==> src/rtl/spram_arbiter_if.sv <==
// rtl/spram_arbiter_if.sv - one master port of the shared SPRAM arbiter
interface spram_arbiter_if #(
    parameter int ADDR_WIDTH = 14
);
    logic                  req;
    logic                  we;
    logic [3:0]            wmask;
    logic [ADDR_WIDTH-1:0] addr;
    logic [31:0]           wdata;
    logic                  gnt;
    logic                  rvalid;
    logic [31:0]           rdata;

    modport master (
        output req, we, wmask, addr, wdata,
        input  gnt, rvalid, rdata
    );

    modport slave (
        input  req, we, wmask, addr, wdata,
        output gnt, rvalid, rdata
    );
endinterface

==> src/rtl/spram_arbiter.sv <==
// rtl/spram_arbiter.sv - fixed-priority two-master arbiter with bounded-wait port 1
module spram_arbiter #(
    parameter int ADDR_WIDTH = 14,
    parameter int MAX_WAIT   = 4
) (
    input  logic                  clk,
    input  logic                  rst,
    spram_arbiter_if.slave        m0,
    spram_arbiter_if.slave        m1,
    output logic                  mem_wren,
    output logic [3:0]            mem_wmask,
    output logic [ADDR_WIDTH-1:0] mem_addr,
    output logic [31:0]           mem_wdata,
    input  logic [31:0]           mem_rdata
);

    localparam logic [3:0] MAX_W = 4'(MAX_WAIT);

    logic [3:0] wait_cnt;
    logic       starve;
    logic       m1_win;
    logic       rd_pend0;
    logic       rd_pend1;

    assign starve = (wait_cnt == MAX_W);
    assign m1_win = m1.req & (~m0.req | starve);

    assign m1.gnt = m1_win & ~rst;
    assign m0.gnt = m0.req & ~m1_win & ~rst;

    // Port 0 owns the bus whenever port 1 is not granted, so idle cycles follow port 0.
    always_comb begin
        mem_wren  = 1'b0;
        mem_wmask = m0.wmask;
        mem_addr  = m0.addr;
        mem_wdata = m0.wdata;
        if (m1.gnt) begin
            mem_wren  = m1.we;
            mem_wmask = m1.wmask;
            mem_addr  = m1.addr;
            mem_wdata = m1.wdata;
        end else if (m0.gnt) begin
            mem_wren  = m0.we;
        end
        if (rst) begin
            mem_wren  = 1'b0;
            mem_wmask = '0;
            mem_addr  = '0;
            mem_wdata = '0;
        end
    end

    always_ff @(posedge clk) begin
        if (rst) begin
            wait_cnt <= '0;
            rd_pend0 <= 1'b0;
            rd_pend1 <= 1'b0;
        end else begin
            rd_pend0 <= m0.gnt & ~m0.we;
            rd_pend1 <= m1.gnt & ~m1.we;
            if (m1.gnt || !m1.req) begin
                wait_cnt <= '0;
            end else if (wait_cnt != MAX_W) begin
                wait_cnt <= wait_cnt + 4'd1;
            end
        end
    end

    // Masking with rst drops a read that was in flight when reset arrived.
    assign m0.rvalid = rd_pend0 & ~rst;
    assign m1.rvalid = rd_pend1 & ~rst;
    assign m0.rdata  = mem_rdata;
    assign m1.rdata  = mem_rdata;

endmodule

==> src/flat_wrapper.sv <==
// flat-port wrapper written by rule: the top's interface ports become plain ports
module spram_arbiter_flat 
#(
    parameter int ADDR_WIDTH = 14,
    parameter int MAX_WAIT   = 4
)
  (clk, rst, mem_wren, mem_wmask, mem_addr, mem_wdata, mem_rdata, m0_req, m0_we, m0_wmask, m0_addr, m0_wdata, m0_gnt, m0_rvalid, m0_rdata, m1_req, m1_we, m1_wmask, m1_addr, m1_wdata, m1_gnt, m1_rvalid, m1_rdata);
  spram_arbiter_if #(.ADDR_WIDTH(ADDR_WIDTH)) m0_i ();
  spram_arbiter_if #(.ADDR_WIDTH(ADDR_WIDTH)) m1_i ();
  input  logic clk;
  input  logic rst;
  output logic mem_wren;
  output logic [3:0] mem_wmask;
  output logic [ADDR_WIDTH-1:0] mem_addr;
  output logic [31:0] mem_wdata;
  input  logic [31:0] mem_rdata;
  input wire logic [$bits(m0_i.req)-1:0] m0_req;
  input wire logic [$bits(m0_i.we)-1:0] m0_we;
  input wire logic [$bits(m0_i.wmask)-1:0] m0_wmask;
  input wire logic [$bits(m0_i.addr)-1:0] m0_addr;
  input wire logic [$bits(m0_i.wdata)-1:0] m0_wdata;
  output wire logic [$bits(m0_i.gnt)-1:0] m0_gnt;
  output wire logic [$bits(m0_i.rvalid)-1:0] m0_rvalid;
  output wire logic [$bits(m0_i.rdata)-1:0] m0_rdata;
  input wire logic [$bits(m1_i.req)-1:0] m1_req;
  input wire logic [$bits(m1_i.we)-1:0] m1_we;
  input wire logic [$bits(m1_i.wmask)-1:0] m1_wmask;
  input wire logic [$bits(m1_i.addr)-1:0] m1_addr;
  input wire logic [$bits(m1_i.wdata)-1:0] m1_wdata;
  output wire logic [$bits(m1_i.gnt)-1:0] m1_gnt;
  output wire logic [$bits(m1_i.rvalid)-1:0] m1_rvalid;
  output wire logic [$bits(m1_i.rdata)-1:0] m1_rdata;
  assign m0_i.req = m0_req;
  assign m0_i.we = m0_we;
  assign m0_i.wmask = m0_wmask;
  assign m0_i.addr = m0_addr;
  assign m0_i.wdata = m0_wdata;
  assign m0_gnt = m0_i.gnt;
  assign m0_rvalid = m0_i.rvalid;
  assign m0_rdata = m0_i.rdata;
  assign m1_i.req = m1_req;
  assign m1_i.we = m1_we;
  assign m1_i.wmask = m1_wmask;
  assign m1_i.addr = m1_addr;
  assign m1_i.wdata = m1_wdata;
  assign m1_gnt = m1_i.gnt;
  assign m1_rvalid = m1_i.rvalid;
  assign m1_rdata = m1_i.rdata;
  spram_arbiter #(.ADDR_WIDTH(ADDR_WIDTH), .MAX_WAIT(MAX_WAIT)) u_core (.clk(clk), .rst(rst), .m0(m0_i), .m1(m1_i), .mem_wren(mem_wren), .mem_wmask(mem_wmask), .mem_addr(mem_addr), .mem_wdata(mem_wdata), .mem_rdata(mem_rdata));
endmodule
==> config.mk <==
export PLATFORM = sky130hd
export DESIGN_NAME = spram_arbiter_flat
export DESIGN_NICKNAME = d
export VERILOG_FILES = /design/src/rtl/spram_arbiter_if.sv /design/src/rtl/spram_arbiter.sv /design/src/flat_wrapper.sv
export SDC_FILE = /design/constraint.sdc
export NUM_CORES = 1
export LEC_CHECK = 0
export CORE_MARGIN = 10
export CORE_UTILIZATION = 25
export DETAILED_ROUTE_END_ITERATION = 8
export PLACE_DENSITY_LB_ADDON = 0.08
export SLEW_MARGIN = 20
export SYNTH_ARGS = -nofsm -noshare
export SYNTH_HDL_FRONTEND = slang
export SYNTH_SLANG_ARGS = --single-unit
==> constraint.sdc <==
create_clock -name clk -period 2.1 [get_ports clk]
set_input_delay 0.315 -clock clk [delete_from_list [all_inputs] [get_ports clk]]
set_output_delay 0.315 -clock clk [all_outputs]
set_load 0.02 [all_outputs]
# Word level (Yosys, flattened, before mapping)

Cells that the tools add are included.

Bits in latches: 0
Bits in writable memories: 0
Output and inout port bits: 119
Memory bits (read-only): 0
Flip-flop bits (word level): 6
Memories kept: 0

Div/mod/pow operators: 0
Shift-type cells: 0
Muxes and demuxes: 9
Add/sub/neg operators: 1
Bitwise gates (word level): 14
Reduce and logical (&&, ||, !) cells: 3
Multiply operators: 0
Equality and inequality tests: 2
Magnitude comparators: 0

Operators by type and width:

| cell                                                             | number |
|---|---|
| 32-bit two-way mux                                               | 2 |
| 14-bit two-way mux                                               | 2 |
| 1-bit bitwise AND                                                | 8 |
| 4-bit two-way mux                                                | 2 |
| 1-bit inverter                                                   | 5 |
| 4-bit by 1-bit adder with 4-bit output (second input constant)   | 1 |
| 4-bit by 3-bit == test with 1-bit output (second input constant) | 1 |
| 4-bit by 3-bit != test with 1-bit output (second input constant) | 1 |
| 1-bit two-way mux                                                | 3 |
| 2-bit OR reduction                                               | 1 |
| 1-bit zero test                                                  | 1 |
| 1-bit logical OR                                                 | 1 |
| 1-bit bitwise OR                                                 | 1 |

# Logic depth before layout (Yosys ltp)

Depth in word-level cells: 9
Mapped depth: 6

# Worst setup path after synthesis

No wires, ideal clock.

Path type: register to output
Start point: register u_core.wait_cnt[0]
End point: output mem_wren
Required time: 1.785 ns
Data arrival time: 1.718 ns
Cell stages (with the launch flop): 6
Setup slack: 0.067 ns
Cell sequence: dfxtp_1 > inv_1 > ha_1 > nand3b_4 > a211oi_1 > a22o_1

Elaborated cells on any way between the ends: 10

RTL lines:

| item                                     | line                | text |
|---|---|---|
| start: declaration                       | spram_arbiter.sv:19 | `logic [3:0] wait_cnt;` |
| start signal: assignment                 | spram_arbiter.sv:64 | `wait_cnt <= wait_cnt + 4'd1;` |
| 4-bit by 3-bit == test with 1-bit output | spram_arbiter.sv:25 | `assign starve = (wait_cnt == MAX_W);` |
| 1-bit bitwise OR                         | spram_arbiter.sv:26 | `assign m1_win = m1.req & (~m0.req \| starve);` |
| 1-bit bitwise AND                        | spram_arbiter.sv:26 |  |
| 1-bit bitwise AND                        | spram_arbiter.sv:28 | `assign m1.gnt = m1_win & ~rst;` |
| via m1_gnt                               | flat_wrapper.sv:30  | `output wire logic [$bits(m1_i.gnt)-1:0] m1_gnt;` |
| 1-bit two-way mux                        | spram_arbiter.sv:37 | `if (m1.gnt) begin` |
| 1-bit two-way mux                        | spram_arbiter.sv:45 | `if (rst) begin` |
| end: declaration                         | flat_wrapper.sv:12  | `output logic mem_wren;` |

The timed path passes the listed nets, and every way through them passes these cells.

# Worst setup path in the final report

Start point: input m0_req
End point: output mem_addr[5]

Longest elaborated chain between the ends: 6

RTL lines:

| item               | line                | text |
|---|---|---|
| start: declaration | flat_wrapper.sv:17  | `input wire logic [$bits(m0_i.req)-1:0] m0_req;` |
| 1-bit inverter     | spram_arbiter.sv:26 |  |
| 1-bit bitwise OR   | spram_arbiter.sv:26 |  |
| 1-bit bitwise AND  | spram_arbiter.sv:26 |  |
| 1-bit bitwise AND  | spram_arbiter.sv:28 |  |
| 14-bit two-way mux | spram_arbiter.sv:37 |  |
| 14-bit two-way mux | spram_arbiter.sv:45 |  |
| end: declaration   | flat_wrapper.sv:14  | `output logic [ADDR_WIDTH-1:0] mem_addr;` |

Every way passes these cells.

==> out/metrics.cfg <==
[status]
outcome=finished clean

[critical_path]
worstPathArrival_ps=1700
crit_family=buffers and inverters
cp_max_fo=10
critPathKind=input port to output pin
slowest_stage=clkdlybuf4s50_1
crit_buf_inv=4
cp-start-kind=input port
cpMostUsedCell=buf_6
critPathCaptureType=output pin
crit_chain=clkdlybuf4s50_1 -> a21oi_4 -> buf_12 -> buf_6 -> mux2i_4 -> buf_6
slowest_delay_ps=460
required_ps=1780

[sta]
rsz0062_at_grt=true
hold_viol=0
worst_pin_slew_ps=220
period_needed_ps=2020
skew_ps=0.676
holdWs_ps=528
period_share=0.961
setup_viol=0
fin_setup_tns_ps=0
max_slew_margin=0.853
drv_slew=0
max_freq_ghz=0.496
setup_ws_ps=82.1

[global_routing]
grt_pass1_wl_um=11300
grt_overflow=0
grt_max_degree=52
grt_antenna_before_repair=0
grt_pass1_vias=1956
track_usage=0.125

[cts]
clkTransAtPathRegs_ps=30
cts_max_path_buffers=2
clk_latency_ps=220
numCtsBuffers=3
htreeDepth=1
cts_tree=yes
cts-root-buf=clkbuf_8
cts_sinks=6

[route]
num_vias=1948
drt_iter0_drc=28
ant_nets=0
drc_errors=0
routed_wl_um=7310
wl_per_cell_um=15.9
via_per_inst=4.24
dr.pass1.iters=4

[power]
p_per_area_nw_per_um2=298
total_power_uw=886
peakVddDrop_uv=163
leakage_uw=0.00138

[finish]
num-nets-final=505
drive_gt1_frac=0.237
area_growth_pct=65.6
multi_input_area_um2=1080
regArea_um2=120
n_antenna_cell=0
fillCellCount=752
post-route-util=0.431

[floorplan]
initial_core_util=0.261
ios=257
die_width_um=105
core_area_um2=6910
rows=30
die-area_um2=11000
die_h_um=105

[yosys]
synth_top_area_frac=0.284
ys_types=20
ys_seq_elements=6
synth_common_cells=100 x nand2_1, 64 x buf_4, 51 x mux2i_1
synth_edf_count=0
synth_area_per_cell_um2=6.89
syn_nets=401
async_reset_ff_frac=0
synth_area_leaders=mux2i_1 28%, buf_4 27%, nand2_1 21%, dfxtp_1 6.7%, buf_12 5.6%
seq_area_frac_synth=0.0668
yosys.area.top_type=mux2i_1
yosysMostFrequentCell=nand2_1
synth_cells=261
synth_flop_cell=dfxtp_1
synth_area_um2=1800
yosys_warnings=0

[min_path]
hold_path.class=input port to flop

[job]
maxCapViolCount=0

[placed_design]
post-dp-hpwl_um=6030
preCtsSetupSlack_ps=-426
port_buffers=160
gp_routability_congestion=0.714

-- sequential cells by signal (all words and copies together), names as in the netlist --
register         cells
u_core.wait_cnt      4
u_core.rd_pend0      1
u_core.rd_pend1      1
-- routing by layer --
| metal | track usage | part of all wire | vias to the layer above |
|---|---|---|---|
| met1 | 0.137 | 0.39 | 836 |
| li1 | - | - | 968 |
| met4 | 0.0559 | 0.031 | 0 |
| met5 | 0 | 0 | - |
| met2 | 0.215 | 0.49 | 101 |
| met3 | 0.0387 | 0.088 | 43 |
-- layout make-up --
| type | count | area share |
|---|---|---|
| Clock buffer | 3 | 0.0139 |
| Inverter | 5 | 0.00630 |
| Multi-Input combinational cell | 170 | 0.363 |
| Sequential cell | 6 | 0.0403 |
| Tap cell | 96 | 0.0403 |
| Timing Repair Buffer | 179 | 0.536 |
-- worst register-to-register path, delay by kind of cell, from the launching register on --
kind,cells,cell delay (ps)
flip-flops,1,300
AND/OR/NAND/NOR,2,210
adder cells (fa/ha/maj),1,140
AO/OA/AOI/OAI,1,220
buffers and inverters,3,360
-- placed cells by master, fill, tap and decap left out --
| cell type | netlist | layout |
|---|---|---|
| buf_12 | 5 | 4 |
| nand3b_4 | 1 | 1 |
| buf_8 | 0 | 2 |
| a211oi_2 | 0 | 1 |
| nor2_1 | 5 | 5 |
| xnor2_1 | 1 | 1 |
| o211a_1 | 1 | 1 |
| mux2i_2 | 0 | 4 |
| a22o_1 | 1 | 1 |
| nand3_1 | 1 | 1 |
| inv_2 | 0 | 4 |
| mux2i_4 | 0 | 1 |
| ha_4 | 0 | 1 |
| dfxtp_1 | 6 | 6 |
| clkbuf_8 | 0 | 3 |
| ha_1 | 2 | 1 |
| dlymetal6s2s_1 | 0 | 1 |
| mux2i_1 | 51 | 46 |
| buf_4 | 64 | 20 |
| inv_1 | 5 | 1 |
| nand2_1 | 100 | 100 |
| clkdlybuf4s50_1 | 0 | 106 |
| nand4_1 | 1 | 1 |
| dlygate4sd2_1 | 0 | 2 |
| nor2b_1 | 4 | 4 |
| buf_6 | 0 | 4 |
| a21oi_4 | 1 | 1 |
| buf_2 | 1 | 40 |
-- where the power goes --
part,total [uW],internal [uW],switching [uW]
Combinational,601,332,269
Clock,168,123,45.2
Sequential,118,117,0.789
Total,886,571,315
-- final timing paths --
| path | slack, ps | depth (start not counted) | from | to |
|---|---|---|---|---|
| worst max-delay path | 80 | 6 | m0_req | mem_addr[5] |
| worst min-delay path | 530 | 3 | m1_req | u_core.wait_cnt[1] |
| worst max register to register | 770 | 7 | u_core.wait_cnt[1] | u_core.rd_pend0 |
| worst min register to register | 540 | 2 | u_core.wait_cnt[0] | u_core.wait_cnt[0] |
-- cell families after synthesis --
group                      Yosys count  share of synthesized area
and+or+nand+nor                    112                      0.250
buffers and inverters               85                      0.357
muxes                               51                      0.284
DFF                                  6                     0.0668
AOI/OAI and AO/OA                    4                     0.0236
adders and majority gates            2                     0.0139
xor gates and xnor gates             1                    0.00487
-- metrics by stage --
step	instance area (um^2)	std cells
2_1_floorplan	1800	261
3_3_place_gp	3060	452
3_5_place_dp	3060	452
4_1_cts	3020	462
5_1_grt	2980	459
6_report	2980	459
-- repair_timing --
| item | 4_1_cts | 5_1_grt |
|---|---|---|
| pin swaps | 1 | 1 |
| cloned | 2 | 0 |
| gates resized for setup | 203 | 37 |
| endpoints found under the setup margin | 52 | 51 |
| setup buffers | 5 | 1 |
| hold buffers | 0 | 0 |
(Power assumes the default switching activity.)
